File: src/rtl/sub_serial_if.sv
// Handshake and operand/result bundle for the nibble-serial subtractor.
// The master side (consumer/producer) drives operands and handshakes; the slave side is the subtractor.
interface sub_serial_if #(
   parameter int unsigned WIDTH = 32
);
   logic [WIDTH-1:0] a_in;
   logic [WIDTH-1:0] b_in;
   logic             start_in;
   logic             ack_in;
   logic             ready_out;
   logic             done_out;
   logic [WIDTH-1:0] diff_out;
   logic             borrow_out;
   logic             zero_out;
   logic             neg_out;
   logic             ovf_out;

   modport master (
      output a_in, b_in, start_in, ack_in,
      input  ready_out, done_out, diff_out, borrow_out, zero_out, neg_out, ovf_out
   );

   modport slave (
      input  a_in, b_in, start_in, ack_in,
      output ready_out, done_out, diff_out, borrow_out, zero_out, neg_out, ovf_out
   );
endinterface

File: src/rtl/sub_serial.sv
// Nibble-serial subtractor: computes a - b as a + ~b + 1, four bits per cycle, LSB nibble first.
// Result and flags are held in DONE until acknowledged.
module sub_serial #(
   parameter int unsigned WIDTH = 32
) (
   input  logic        clk,
   input  logic        rst_n,
   sub_serial_if.slave bus
);
   localparam int unsigned NIB = WIDTH / 4;
   localparam int unsigned CW  = $clog2(NIB);

   typedef enum logic [1:0] {IDLE, BUSY, DONE} state_t;

   state_t           state, state_nx;
   logic [WIDTH-1:0] a_q, b_q, diff_q;
   logic             carry_q;
   logic [CW-1:0]    cnt_q;
   logic             borrow_q, zero_q, neg_q, ovf_q;
   logic [4:0]       nib_sum;
   logic [WIDTH-1:0] diff_nx;
   logic             last_nib;

   // Operands shift right each cycle, so the active nibble is always [3:0];
   // on the last nibble a_q[3]/b_q[3] are the original sign bits.
   always_comb begin
      nib_sum  = {1'b0, a_q[3:0]} + {1'b0, ~b_q[3:0]} + {4'b0000, carry_q};
      diff_nx  = {nib_sum[3:0], diff_q[WIDTH-1:4]};
      last_nib = (cnt_q == CW'(NIB - 1));
   end

   always_ff @(posedge clk) begin
      if (!rst_n) state <= IDLE;
      else        state <= state_nx;
   end

   always_comb begin
      state_nx = state;
      case (state)
         IDLE:    if (bus.start_in) state_nx = BUSY;
         BUSY:    if (last_nib)     state_nx = DONE;
         DONE:    if (bus.ack_in)   state_nx = IDLE;
         default: state_nx = IDLE;
      endcase
   end

   always_ff @(posedge clk) begin
      if (!rst_n) begin
         a_q      <= '0;
         b_q      <= '0;
         diff_q   <= '0;
         carry_q  <= 1'b0;
         cnt_q    <= '0;
         borrow_q <= 1'b0;
         zero_q   <= 1'b0;
         neg_q    <= 1'b0;
         ovf_q    <= 1'b0;
      end else begin
         case (state)
            IDLE: begin
               if (bus.start_in) begin
                  a_q     <= bus.a_in;
                  b_q     <= bus.b_in;
                  carry_q <= 1'b1;
                  cnt_q   <= '0;
               end
            end
            BUSY: begin
               a_q     <= a_q >> 4;
               b_q     <= b_q >> 4;
               carry_q <= nib_sum[4];
               cnt_q   <= cnt_q + 1'b1;
               diff_q  <= diff_nx;
               if (last_nib) begin
                  borrow_q <= ~nib_sum[4];
                  zero_q   <= (diff_nx == '0);
                  neg_q    <= nib_sum[3];
                  ovf_q    <= (a_q[3] ^ b_q[3]) & (nib_sum[3] ^ a_q[3]);
               end
            end
            default: ;
         endcase
      end
   end

   assign bus.ready_out  = (state == IDLE);
   assign bus.done_out   = (state == DONE);
   assign bus.diff_out   = diff_q;
   assign bus.borrow_out = borrow_q;
   assign bus.zero_out   = zero_q;
   assign bus.neg_out    = neg_q;
   assign bus.ovf_out    = ovf_q;
endmodule

File: src/flat_wrapper.sv
// flat-port wrapper written by rule: the top's interface ports become plain ports
module sub_serial_flat 
#(
   parameter int unsigned WIDTH = 32
)
  (clk, rst_n, bus_a_in, bus_b_in, bus_start_in, bus_ack_in, bus_ready_out, bus_done_out, bus_diff_out, bus_borrow_out, bus_zero_out, bus_neg_out, bus_ovf_out);
  sub_serial_if #(.WIDTH(WIDTH)) bus_i ();
  input  logic clk;
  input  logic rst_n;
  input wire logic [$bits(bus_i.a_in)-1:0] bus_a_in;
  input wire logic [$bits(bus_i.b_in)-1:0] bus_b_in;
  input wire logic [$bits(bus_i.start_in)-1:0] bus_start_in;
  input wire logic [$bits(bus_i.ack_in)-1:0] bus_ack_in;
  output wire logic [$bits(bus_i.ready_out)-1:0] bus_ready_out;
  output wire logic [$bits(bus_i.done_out)-1:0] bus_done_out;
  output wire logic [$bits(bus_i.diff_out)-1:0] bus_diff_out;
  output wire logic [$bits(bus_i.borrow_out)-1:0] bus_borrow_out;
  output wire logic [$bits(bus_i.zero_out)-1:0] bus_zero_out;
  output wire logic [$bits(bus_i.neg_out)-1:0] bus_neg_out;
  output wire logic [$bits(bus_i.ovf_out)-1:0] bus_ovf_out;
  assign bus_i.a_in = bus_a_in;
  assign bus_i.b_in = bus_b_in;
  assign bus_i.start_in = bus_start_in;
  assign bus_i.ack_in = bus_ack_in;
  assign bus_ready_out = bus_i.ready_out;
  assign bus_done_out = bus_i.done_out;
  assign bus_diff_out = bus_i.diff_out;
  assign bus_borrow_out = bus_i.borrow_out;
  assign bus_zero_out = bus_i.zero_out;
  assign bus_neg_out = bus_i.neg_out;
  assign bus_ovf_out = bus_i.ovf_out;
  sub_serial #(.WIDTH(WIDTH)) u_core (.clk(clk), .rst_n(rst_n), .bus(bus_i));
endmodule
File: config.mk
export PLATFORM = sky130hd
export DESIGN_NAME = sub_serial_flat
export DESIGN_NICKNAME = d
export VERILOG_FILES = /design/src/rtl/sub_serial_if.sv /design/src/rtl/sub_serial.sv /design/src/flat_wrapper.sv
export SDC_FILE = /design/constraint.sdc
export NUM_CORES = 1
export LEC_CHECK = 0
export BUFFER_PORTS_ARGS = -buffer_cell sky130_fd_sc_hd__buf_2
export CAP_MARGIN = 20
export CORE_UTILIZATION = 49
export CTS_CLUSTER_DIAMETER = 200
export CTS_CLUSTER_SIZE = 20
export DETAILED_ROUTE_END_ITERATION = 6
export GPL_TIMING_DRIVEN = 0
export PLACE_DENSITY = 0.76
export SLEW_MARGIN = 10
export SYNTH_ARGS = -nofsm -noshare
export SYNTH_HDL_FRONTEND = slang
export SYNTH_SLANG_ARGS = --single-unit
File: constraint.sdc
create_clock -name clk -period 2.1 [get_ports clk]
set_clock_uncertainty 0.15 [all_clocks]
set_input_delay 0.42 -clock clk [delete_from_list [all_inputs] [get_ports clk]]
set_output_delay 0.42 -clock clk [all_outputs]
set_load 0.005 [all_outputs]
# Word level (Yosys, flattened, before mapping)
# Index checks and enable logic that the tools add are counted.
[word_totals]
reg_bits = 106
output_inout_bits = 38
input_bits = 68
[classes]
add_sub_neg = 3
n_mux = 12
n_reduce_logical = 6
bitwise_logic = 5
n_eq_ne = 6
[ops]
columns = ["operator", "count"]
rows = [
  ["32-bit one-hot mux with 2 select lines", 2],
  ["32-bit two-way mux", 2],
  ["32-bit zero test", 1],
  ["2-bit two-way mux", 3],
  ["2-bit one-hot mux with 3 select lines", 1],
  ["3-bit one-hot mux with 2 select lines", 1],
  ["4-bit by 4-bit adder with 5-bit output", 1],
  ["5-bit by 1-bit adder with 5-bit output", 1],
  ["2-bit inequality test (second input constant)", 2],
  ["4-bit inverter", 1],
  ["2-bit AND reduction", 2],
  ["3-bit by 1-bit adder with 3-bit output (second input constant)", 1],
  ["3-bit equality test (second input constant)", 1],
  ["3-bit two-way mux", 1],
  ["3-bit AND reduction", 1],
  ["2-bit by 1-bit equality test with 1-bit output (second input constant)", 1],
  ["2-bit equality test (second input constant)", 1],
  ["2-bit zero test", 1],
  ["2-bit by 1-bit inequality test with 1-bit output (second input constant)", 1],
  ["1-bit one-hot mux with 2 select lines", 1],
  ["2-bit nonzero test", 1],
  ["1-bit XOR", 2],
  ["1-bit bitwise AND", 1],
  ["1-bit two-way mux", 1],
  ["1-bit inverter", 1],
]

# Longest topological paths before layout
# Gate-level depths: netlist of the first run.
[logic_depth]
ltp_word = 5
mapped_depth = 7
mapped_depth_nobuf = 7

# Least setup slack after synthesis of the first run
# OpenSTA, ideal clock, no wires.
[synth_timing]
path_type = "reg2reg"
start = "reg u_core.carry_q"
end = "reg u_core.zero_q (netlist: u_core.bus.zero_out)"
setup_slack_ps = -58
stages_incl_launch_ff = 7
n_path_buf = 0
arrival_ps = 1949
setup_ps = 60
period_less_slack_ps = 2158
path_cell_list = "dfxtp_1 > inv_1 > fa_1 > fa_1 > nand4_1 > a2111oi_2 > a32o_2"
[synth_via]
elab_chain_len = 2
[synth_lines]
columns = ["element", "line_no", "rtl"]
rows = [
  ["start, declared", "sub_serial.sv:17", "logic carry_q;"],
  ["start signal, assigned", "sub_serial.sv:71", "carry_q <= nib_sum[4];"],
  ["5-bit by 1-bit adder with 5-bit output", "sub_serial.sv:27", "nib_sum = {1'b0, a_q[3:0]} + {1'b0, ~b_q[3:0]} + {4'b0000, carry_q};"],
  ["32-bit zero test", "sub_serial.sv:76", "zero_q <= (diff_nx == '0);"],
  ["end signal, assigned", "sub_serial.sv:76", ""],
  ["end, declared", "sub_serial.sv:19", "logic borrow_q, zero_q, neg_q, ovf_q;"],
]
# No other way between the ends.
# A chain may end at the register's enable or synchronous reset.

# Final worst setup path of the first run
# Ends and elaborated chain as after synthesis.

==> results.toml, run 1 <==
[run_status]
status = "completed"

[cts]
cts_tree = "yes"
clock-sinks = 106
htree_levels = 3
cts.clk_slew.worst_paths_ns = 0.10
clockBufferDepth = 2
clock_latency_ns = 0.37
root_buffer = "clkbuf_8"
cts_buffers = 9

[route]
drtAntennaViolNets = 0
met2WireLength_um = 5493
vias = 4397
dr_wl_met3_um = 530
routed_via_density = 5.349
drt-initial-drc-count = 195
drc_errors = 0
maxUsedRoutingLayer = "met4"
finalWirelength_um = 11600
wl_per_cell_um = 14.11
drt-met1-wl_um = 5402
firstDrtPassIters = 4

[placement]
io_buffers = 104
dp_hpwl_um = 8638
gp_congestion = 0.8060

[worst_setup_path]
critical_path.cell_chain = "inv_2 -> fa_2 -> fa_1 -> nand4_1 -> a2111oi_2 -> a32o_2"
worstPathArrival_ns = 2.23
ff2ff_setup_slack_ns = 0.04
slowest_stage = "fa_1"
worst_setup_path_start_kind = "flop"
cp.required_ns = 2.27
path_class = "reg2reg"
cpPeakStageDelay_ns = 0.52
critPathMaxFanout = 3
end_kind = "flop"

[timing]
finalHoldViolCount = 0
fin_crit_sh_pct = 98.02
setup_viol = 0
fin_crit_ns = 2.058
maxSlewHeadroom_pct = 63.88
fin_setup_tns_ns = 0
tightest_slew_ns = 0.5418
rsz0062_at_grt = "true"
drv_slew = 0
fmax_mhz = 485.8

[logic_synthesis]
ys_seq_area_share_pct = 44.25
async_flop_share_pct = 0
syn-cell-area_mm2 = 0.004796
synth_nets = 648
ys_types = 37
ys.flop_type = "dfxtp_1"
synth_edf_count = 0
ys_ff_latch = 106
yosys.area.top_type_share_pct = 44.25
synthTopCellsByCount = "nand2_1, dfxtp_1, nor2b_1, clkbuf_1"
syn_avg_cell_area_um2 = 8.370
synth_warnings = 0
synth_area_leaders = "dfxtp_1, nand2_1, o211a_1, o221a_1, a21boi_1"
synthCells = 573
synth.most_common_cell = "nand2_1"
synth_area_leader_cell = "dfxtp_1"

[grt]
globalRouteTotalUtil_pct = 24.11
antenna_found_initial = 0
grt_pass1_vias = 4146
overflow = 0
grt_pass1_wl_um = 19490
grt_max_degree = 20

[pwr]
leakagePower_nw = 2.693
p_comb_share_pct = 15.9
vdd_ir_drop_max_v = 0.0005278
pwr-share-clk_pct = 32.8
pwr-share-seq_pct = 51.2
power_switching_mw = 1.188
powerDensity_mw_per_mm2 = 755.8
p_sw_share_pct = 27.45
intPower_mw = 3.139

[floorplanning]
initial_utilization_pct = 51.17
dieArea_mm2 = 0.01019
num_rows = 35
die_h_um = 100.9
die_width_um = 100.9
core_mm2 = 0.009371
io_pins = 106

[min_path]
worstHoldPathType = "in2reg"

[finish]
num-fill-cells = 853
drive_above_1_share_pct = 20.20
num-nets-final = 763
syn2layout_area_growth_pct = 19.36
final_util_pct = 61.08
num_antenna_cells = 0

[job]
maxCapViolCount = 0
==> power groups by stage <==
| stage | logic, mW | registers, mW | clock network [mW] |
|---|---|---|---|
| after floorplan | 0.467 | 2.24 | 0 |
| after global placement | 0.647 | 2.25 | 0 |
| after detailed placement | 0.665 | 2.26 | 0 |
| after CTS | 0.677 | 2.21 | 1.43 |
| after global routing | 0.773 | 2.23 | 1.52 |
| final | 0.689 | 2.22 | 1.42 |
==> path summary, 6_finish.rpt <==
path | from | end | depth (start not counted)
max | u_core.carry_q$_SDFFE_PN0P_ | u_core.bus.zero_out$_SDFFE_PN0P_ | 6
max reg2reg | u_core.carry_q$_SDFFE_PN0P_ | u_core.bus.zero_out$_SDFFE_PN0P_ | 6
min reg2reg | u_core.bus.borrow_out$_SDFFE_PN0P_ | u_core.bus.borrow_out$_SDFFE_PN0P_ | 2
min | bus_b_in[28] | u_core.b_q[28]$_SDFFE_PN0P_ | 3
==> flip-flops by register name (all words and copies together) (netlist names) <==
| name | count |
|---|---|
| u_core.a_q | 32 |
| u_core.b_q | 32 |
| u_core.bus.diff_out | 32 |
| u_core.cnt_q | 3 |
| u_core.state | 2 |
| u_core.bus.borrow_out | 1 |
| u_core.bus.neg_out | 1 |
| u_core.bus.ovf_out | 1 |
| u_core.bus.zero_out | 1 |
| u_core.carry_q | 1 |
==> routing by layer <==
metal  vias to the layer above  track usage [%]
met5                         -                0
li1                       2216                -
met1                      2055            32.12
met2                       110            39.88
met3                        16            3.259
met4                         0            8.919
==> per-stage QoR <==
step                setup slack, ns  std cells  area (um^2)  power (mW)  hold WS (ns)
detailed placement         -0.07164        806         5480       2.924        0.2999
finish                      0.04159        822         5724       4.326        0.1717
global placement           -0.05951        806         5480       2.901        0.2872
CTS                         0.03109        821         5713       4.317        0.1617
global route               -0.08593        822         5724       4.523        0.1827
floorplan                  0.007147        573         4798       2.704        0.3014
==> layout make-up <==
cell class	instances	area [um^2]	share of cell area, %
Buffer	47	190.2	3.322
Clock buffer	10	127.6	2.230
Clock inverter	6	95.09	1.661
Inverter	8	30.03	0.5246
Multi-Input combinational cell	411	2467	43.10
Sequential cell	106	2125	37.11
Tap cell	129	161.4	2.820
Timing Repair Buffer	105	528.0	9.224
==> cells in the final DEF, fill, tap and decap left out, drive strengths merged, types with 2 or more instances in the layout <==
master	netlist	final
a21boi	34	34
a21oi	28	28
a22oi	7	7
and2	4	4
and3	3	3
buf	13	118
bufinv	0	2
clkbuf	35	44
dfxtp	106	106
fa	2	2
ha	5	5
inv	8	11
nand2	139	139
nand2b	2	2
nand3	34	34
nand3b	2	2
nand4	3	3
nor2	28	28
nor2b	38	38
nor3	2	2
nor4	5	5
o211a	33	33
o21ai	8	8
o221a	23	23
==> repair_timing <==
item	in CTS	in global routing
resized for setup	5	4
pin swaps	3	5
setup endpoints to repair	2	2
hold buffers	0	0
buffers inserted	0	1
==> critical path: cells and delay by family (launching register included) <==
| family | cells | cell delay [ns] |
|---|---|---|
| and+or+nand+nor | 1 | 0.10 |
| AOI/OAI and AO/OA | 2 | 0.45 |
| adders and majority gates | 2 | 0.93 |
| DFF | 1 | 0.35 |
| buffers and inverters | 1 | 0.04 |
==> cells by family after synthesis <==
group	synth area share, %
AOI/OAI and AO/OA	23.53
and+or+nand+nor	25.12
DFF	44.25
adders and majority gates	2.139
buffers and inverters	4.566
xor gates and xnor gates	0.1827
muxes	0.2087
Note: power is estimated with default switching activity, not from simulation.
==> inputs of run 2 (changes only) <==
- ABC_AREA: unset -> 1
- CELL_PAD_IN_SITES_DETAIL_PLACEMENT: unset -> 0
- CELL_PAD_IN_SITES_GLOBAL_PLACEMENT: unset -> 1
- CORE_UTILIZATION: 49 -> 34
- PLACE_DENSITY: 0.76 -> unset
- PLACE_DENSITY_LB_ADDON: unset -> 0.1
==> run 2 against run 1 <==
Compared with the run above:
- utilization shrank 18 points
- combinational power grew 25%
- flip-flop and latch count is the same
- global-route usage shrank 5.0 points
- clock power grew 12%
- sequential share of layout area grew 2.1 points
- die area grew 31%
- count of clock-buffer cells in the layout grew 3
- largest power group unchanged
==> results.toml, run 2 <==
[finish]
num_antenna_cells = 0
num-fill-cells = 1390
final_area_mm2 = 0.005410
num-nets-final = 779
final_cell_count_no_fill = 880
final_cell_mix = "nor2_1, buf_2, dfxtp_1"
drive_above_1_share_pct = 20.62
syn2layout_area_growth_pct = 23.30
layout_commonest_cell = "nor2_1"
final_util_pct = 42.87

[logic_synthesis]
synth_area_leaders = "dfxtp_1, o21ai_0, nor2_1, a21oi_1, nand2_1"
syn_avg_cell_area_um2 = 7.463
synth_warnings = 0
ys_types = 28
synth_edf_count = 0
synthTopCellsByCount = "nor2_1, dfxtp_1, o21ai_0, a21oi_1, nand2_1"
syn-cell-area_mm2 = 0.004388
ys.flop_type = "dfxtp_1"
ys_seq_area_share_pct = 48.36
ys_ff_latch = 106
synth_area_leader_cell = "dfxtp_1"
yosys.area.top_type_share_pct = 48.36
synthCells = 588
synth_nets = 663
synth.most_common_cell = "nor2_1"
async_flop_share_pct = 0

[worst_setup_path]
cp.required_ns = 2.23
ff2ff_setup_slack_ns = 0.02
crit_top_cell = "nand2_1"
end_kind = "flop"
cp_num_cells = 9
worstPathArrival_ns = 2.21
cpPeakStageDelay_ns = 0.51
slowest_stage = "fa_1"
critical_path.cell_chain = "inv_2 -> fa_2 -> fa_1 -> nand2_1 -> nor3_2 -> nand2_1 -> nor2_1 -> nand3_1 -> a21oi_1"
cp_top_family = "adder cells"
path_class = "reg2reg"
critPathMaxFanout = 2
reg2reg_depth = 9
r2r_end = "u_core.bus.zero_out$_SDFFE_PN0P_"
r2r_start = "u_core.a_q[0]$_SDFFE_PN0P_"
worstSetupStartpoint = "u_core.a_q[0]$_SDFFE_PN0P_"
crit_buf_inv = 1
worst_setup_path_start_kind = "flop"
crit_end = "u_core.bus.zero_out$_SDFFE_PN0P_"

[route]
drt-initial-drc-count = 294
routed_via_density = 4.842
met2WireLength_um = 5536
drt-met1-wl_um = 5754
vias = 4261
drc_errors = 0
drtAntennaViolNets = 0
finalWirelength_um = 12140
maxUsedRoutingLayer = "met4"
firstDrtPassIters = 4
dr_wl_met3_um = 706
wl_per_cell_um = 13.79

[pwr]
pwr-share-clk_pct = 33.5
intPower_mw = 3.402
p_sw_share_pct = 28.53
power_switching_mw = 1.358
p_comb_share_pct = 18.1
leakagePower_nw = 2.359
vdd_ir_drop_max_v = 0.0004136
pwr-share-seq_pct = 48.5
powerDensity_mw_per_mm2 = 880.0

[floorplanning]
num_rows = 41
dieArea_mm2 = 0.01336
die_width_um = 115.6
die_h_um = 115.6
core_mm2 = 0.01262
io_pins = 106
initial_utilization_pct = 34.77

[grt]
grt_pass1_wl_um = 19510
antenna_found_initial = 0
overflow = 0
grt_max_degree = 16
globalRouteTotalUtil_pct = 19.07
grt_pass1_vias = 3915

[timing]
fin_crit_ns = 2.077
fin_crit_sh_pct = 98.90
finalHoldViolCount = 0
hold_slack_ns = 0.1680
tightest_slew_ns = 0.6159
drv_slew = 0
maxSlewHeadroom_pct = 58.94
rsz0062_at_grt = "true"
fmax_mhz = 481.5
fin_setup_tns_ns = 0
setup_viol = 0

[placement]
place_area_mm2 = 0.005129
io_buffers = 105
dp_hpwl_um = 8889
place_inst = 865
gp_congestion = 0.7651

[cts]
cts_hold_buffers = 0
cts_tree = "yes"
cts_setup_buffers = 0
clock-sinks = 106
cts_buffers = 9
htree_levels = 3
root_buffer = "clkbuf_16"
cts.clk_slew.worst_paths_ns = 0.07
clock_latency_ns = 0.35
clockBufferDepth = 2

[min_path]
hold_start = "bus_b_in[29]"
worstHoldPathType = "in2reg"

[job]
maxCapViolCount = 0

[run_status]
status = "completed"
run 2: cell count changes after synthesis, moves of 31 or more:
cell	change
a21boi_1	-34
nand3_1	-31
nor2_1	+91
nor2b_1	-38
o21ai_0	+88
nand2_1	-62
o211a_1	-33
a21oi_1	+59
run 2: timing repair:
| item | CTS | global route |
|---|---|---|
| endpoints found under the setup margin | 1 | 1 |
| pin swaps | 2 | 0 |
| resized for setup | 3 | 1 |
run 2: worst min path at each step:
stage                                   end  slack (ns)  cells after the start
6_report        u_core.b_q[29]$_SDFFE_PN0P_        0.17                      3
5_1_grt         u_core.b_q[28]$_SDFFE_PN0P_        0.17                      3
4_1_cts         u_core.a_q[30]$_SDFFE_PN0P_        0.15                      3
3_5_place_dp    u_core.b_q[28]$_SDFFE_PN0P_        0.30                      2
3_3_place_gp    u_core.b_q[28]$_SDFFE_PN0P_        0.30                      2
2_1_floorplan  u_core.cnt_q[0]$_SDFFE_PN0P_        0.28                      1
run 2: per-layer routing:
layer / track usage [%] / up-vias
met3: 6.067 / 7
met2: 30.14 / 93
met4: 5.368 / 0
met1: 24.96 / 1967
li1: - / 2194
met5: 0 / -
run 2: power by group through the flow:
stage	Clock, mW	Combinational (mW)	Sequential (mW)
after floorplan	0	0.576	2.33
after global placement	0	0.856	2.35
after detailed placement	0	0.868	2.35
after CTS	1.64	0.873	2.31
after global routing	1.71	0.997	2.33
final	1.59	0.861	2.31
run 2: cell families (layout without fill, tap and decap cells):
family / after synthesis / in the layout / synth area share, %
AOI/OAI and AO/OA: 203 / 203 / 24.12
xor gates and xnor gates: 1 / 1 / 0.1996
adders and majority gates: 7 / 7 / 2.338
buffers and inverters: 66 / 186 / 6.644
DFF: 106 / 106 / 48.36
and+or+nand+nor: 205 / 205 / 18.33
run 2: worst register-to-register path, stage by stage (launching register included):
cell and delay, ns:
dfxtp_2 0.34, inv_2 0.05, fa_2 0.39, fa_1 0.51, nand2_1 0.07, nor3_2 0.11, nand2_1 0.08, nor2_1 0.09
nand3_1 0.10, a21oi_1 0.12
run 2: stage by stage:
| stage | worst slack, ns | total power [mW] |
|---|---|---|
| floorplan | 0.04804 | 2.902 |
| global placement | -0.1292 | 3.201 |
| detailed placement | -0.1199 | 3.217 |
| CTS | 0.006012 | 4.823 |
| global route | -0.1426 | 5.041 |
| finish | 0.02306 | 4.761 |
run 2: area by class of cell:
cell class / instances / area, um^2 / area share (%)
timing repair buffer: 105 / 525.5 / 9.713
tap: 172 / 215.2 / 3.978
sequential: 106 / 2123 / 39.25
clock inverter: 2 / 12.51 / 0.2313
inverter: 24 / 90.09 / 1.665
multi-input combinational: 416 / 1982 / 36.63
buffer: 42 / 201.4 / 3.723
clock buffer: 13 / 260.3 / 4.810
==> inputs of run 3 (changes only) <==
- CORE_ASPECT_RATIO: unset -> 1.4
==> run 3 against run 2 <==
Compared with the run above:
- setup slack worse by 0.0073 ns
- the flow now finishes with violations (DRC)
- fmax is 0.35% lower
- first-iteration DRC count is 60% lower
- register-to-register slack hardly changed
- flip-flop and latch count stayed put
==> results.toml, run 3 (synthesized netlist as in run 2, its figures left out) <==
[cts]
root_buffer = "clkbuf_16"
htree_levels = 3
cts_buffers = 9
clock_latency_ns = 0.35
clockBufferDepth = 2
cts_tree = "yes"
cts.clk_slew.worst_paths_ns = 0.07
clock-sinks = 106

[route]
drc_errors = 5
maxUsedRoutingLayer = "met5"
drt-met1-wl_um = 5285
routed_via_density = 4.916
drtAntennaViolNets = 0
dr_wl_met3_um = 567
firstDrtPassIters = 7
finalWirelength_um = 12250
wl_per_cell_um = 14.26
drt-initial-drc-count = 119
vias = 4223
met2WireLength_um = 6304

[timing]
tightest_slew_ns = 0.5605
fin_crit_sh_pct = 99.25
fmax_mhz = 479.8
maxSlewHeadroom_pct = 62.63
rsz0062_at_grt = "true"
setup_viol = 0
drv_slew = 0
fin_crit_ns = 2.084
finalHoldViolCount = 0

[pwr]
powerDensity_mw_per_mm2 = 912.8
pwr-share-seq_pct = 46.5
p_sw_share_pct = 27.87
power_switching_mw = 1.382
leakagePower_nw = 2.383
pwr-share-clk_pct = 35.9
p_comb_share_pct = 17.6
vdd_ir_drop_max_v = 0.0003795
totalPowerFinal_mw = 4.959
intPower_mw = 3.577

[floorplanning]
initial_utilization_pct = 35.30
core_mm2 = 0.01243
io_pins = 106
die_h_um = 136.4
dieArea_mm2 = 0.01337
num_rows = 48
die_width_um = 98.01

[placement]
dp_hpwl_um = 9067
place_area_mm2 = 0.005101
gp_congestion = 0.7220
io_buffers = 105

[finish]
drive_above_1_share_pct = 21.30
final_cell_mix = "nor2_1, buf_2, dfxtp_1"
num_antenna_cells = 0
layout_commonest_cell = "nor2_1"
syn2layout_area_growth_pct = 23.81
num-nets-final = 780
multi_input_area_mm2 = 0.001989
area.sequential_mm2 = 0.002123
num-fill-cells = 1345
final_area_mm2 = 0.005433

[worst_setup_path]
end_kind = "flop"
cp.required_ns = 2.23
path_class = "reg2reg"
worst_setup_path_start_kind = "flop"
worstPathArrival_ns = 2.21
critPathMaxFanout = 2

[grt]
overflow = 0
grt_max_degree = 17
grt_pass1_vias = 4044
grt_pass1_wl_um = 19950
globalRouteTotalUtil_pct = 18.94
antenna_found_initial = 1

[run_status]
violations = "DRC"
status = "finished with violations"

[job]
maxCapViolCount = 0

[min_path]
worstHoldPathType = "in2reg"
[run 3: changes by cell type in the layout (fill, tap and decap cells not counted)]
cell       delta
bufinv_16     +2
clkbuf_1      -2
clkbuf_8      -2
clkinv_2      +2
buf_4         +1
nand3_1       -1
nand3_2       +1
nor2_1        -1
nor2_2        +1
[run 3: metal layers]
metal | global-route usage [%] | up-vias
met5 | 0 | -
met4 | 6.061 | 2
met3 | 4.473 | 6
li1 | - | 2191
met2 | 34.27 | 90
met1 | 21.88 | 1934
[run 3: per-stage QoR]
step	TNS [ns]	std cells	utilization, %	hold WS, ns	setup slack [ns]
final	0	859	43.70	0.1717	0.01579
after global routing	-0.1348	859	43.70	0.1672	-0.1348
after CTS	-0.01539	859	43.66	0.1636	-0.01539
after detailed placement	-0.1763	843	41.03	0.3022	-0.1763
after global placement	-0.1575	843	41.03	0.3001	-0.1575
after floorplan	0	588	-	0.2827	0.04804
[run 3: cell type report]
cell class	count	area share (%)
Buffer	42	3.708
Clock buffer	9	4.146
Clock inverter	6	1.520
Inverter	24	1.658
Multi-Input combinational cell	416	36.62
Sequential cell	106	39.08
Tap cell	150	3.455
Timing Repair Buffer	106	9.811
[run 3: worst max-delay path: stages, from the launching register on]
cell,delay [ns]
dfxtp_2,0.34
inv_2,0.04
fa_2,0.40
fa_1,0.51
nand2_1,0.07
nor3_2,0.10
nand2_1,0.09
nor2_2,0.13
nand3_2,0.08
a21oi_1,0.12
[run 3: repair_timing]
action / 4_1_cts / 5_1_grt
gates cloned: 0 / 0
resized for setup: 5 / 1
endpoints found under the setup margin: 1 / 1
hold buffers: 0 / 0
pin swaps: 5 / 0
buffers inserted: 1 / 0
[run 3: path summary, 6_finish.rpt]
check                              startpoint                               end  slack, ns  cells past startpoint
setup / recovery   u_core.a_q[0]$_SDFFE_PN0P_  u_core.bus.zero_out$_SDFFE_PN0P_       0.02                      9
hold / removal                   bus_a_in[29]       u_core.a_q[29]$_SDFFE_PN0P_       0.17                      3
setup reg to reg   u_core.a_q[0]$_SDFFE_PN0P_  u_core.bus.zero_out$_SDFFE_PN0P_       0.02                      9
hold reg to reg   u_core.a_q[30]$_SDFFE_PN0P_       u_core.a_q[30]$_SDFFE_PN0P_       0.31                      2
[run 3: power groups by stage]
stage	clock [mW]	sequential, mW	combinational [mW]
floorplan	0	2.33	0.576
global placement	0	2.35	0.853
detailed placement	0	2.35	0.869
CTS	1.83	2.31	0.881
global route	1.90	2.33	1.00
finish	1.78	2.31	0.871
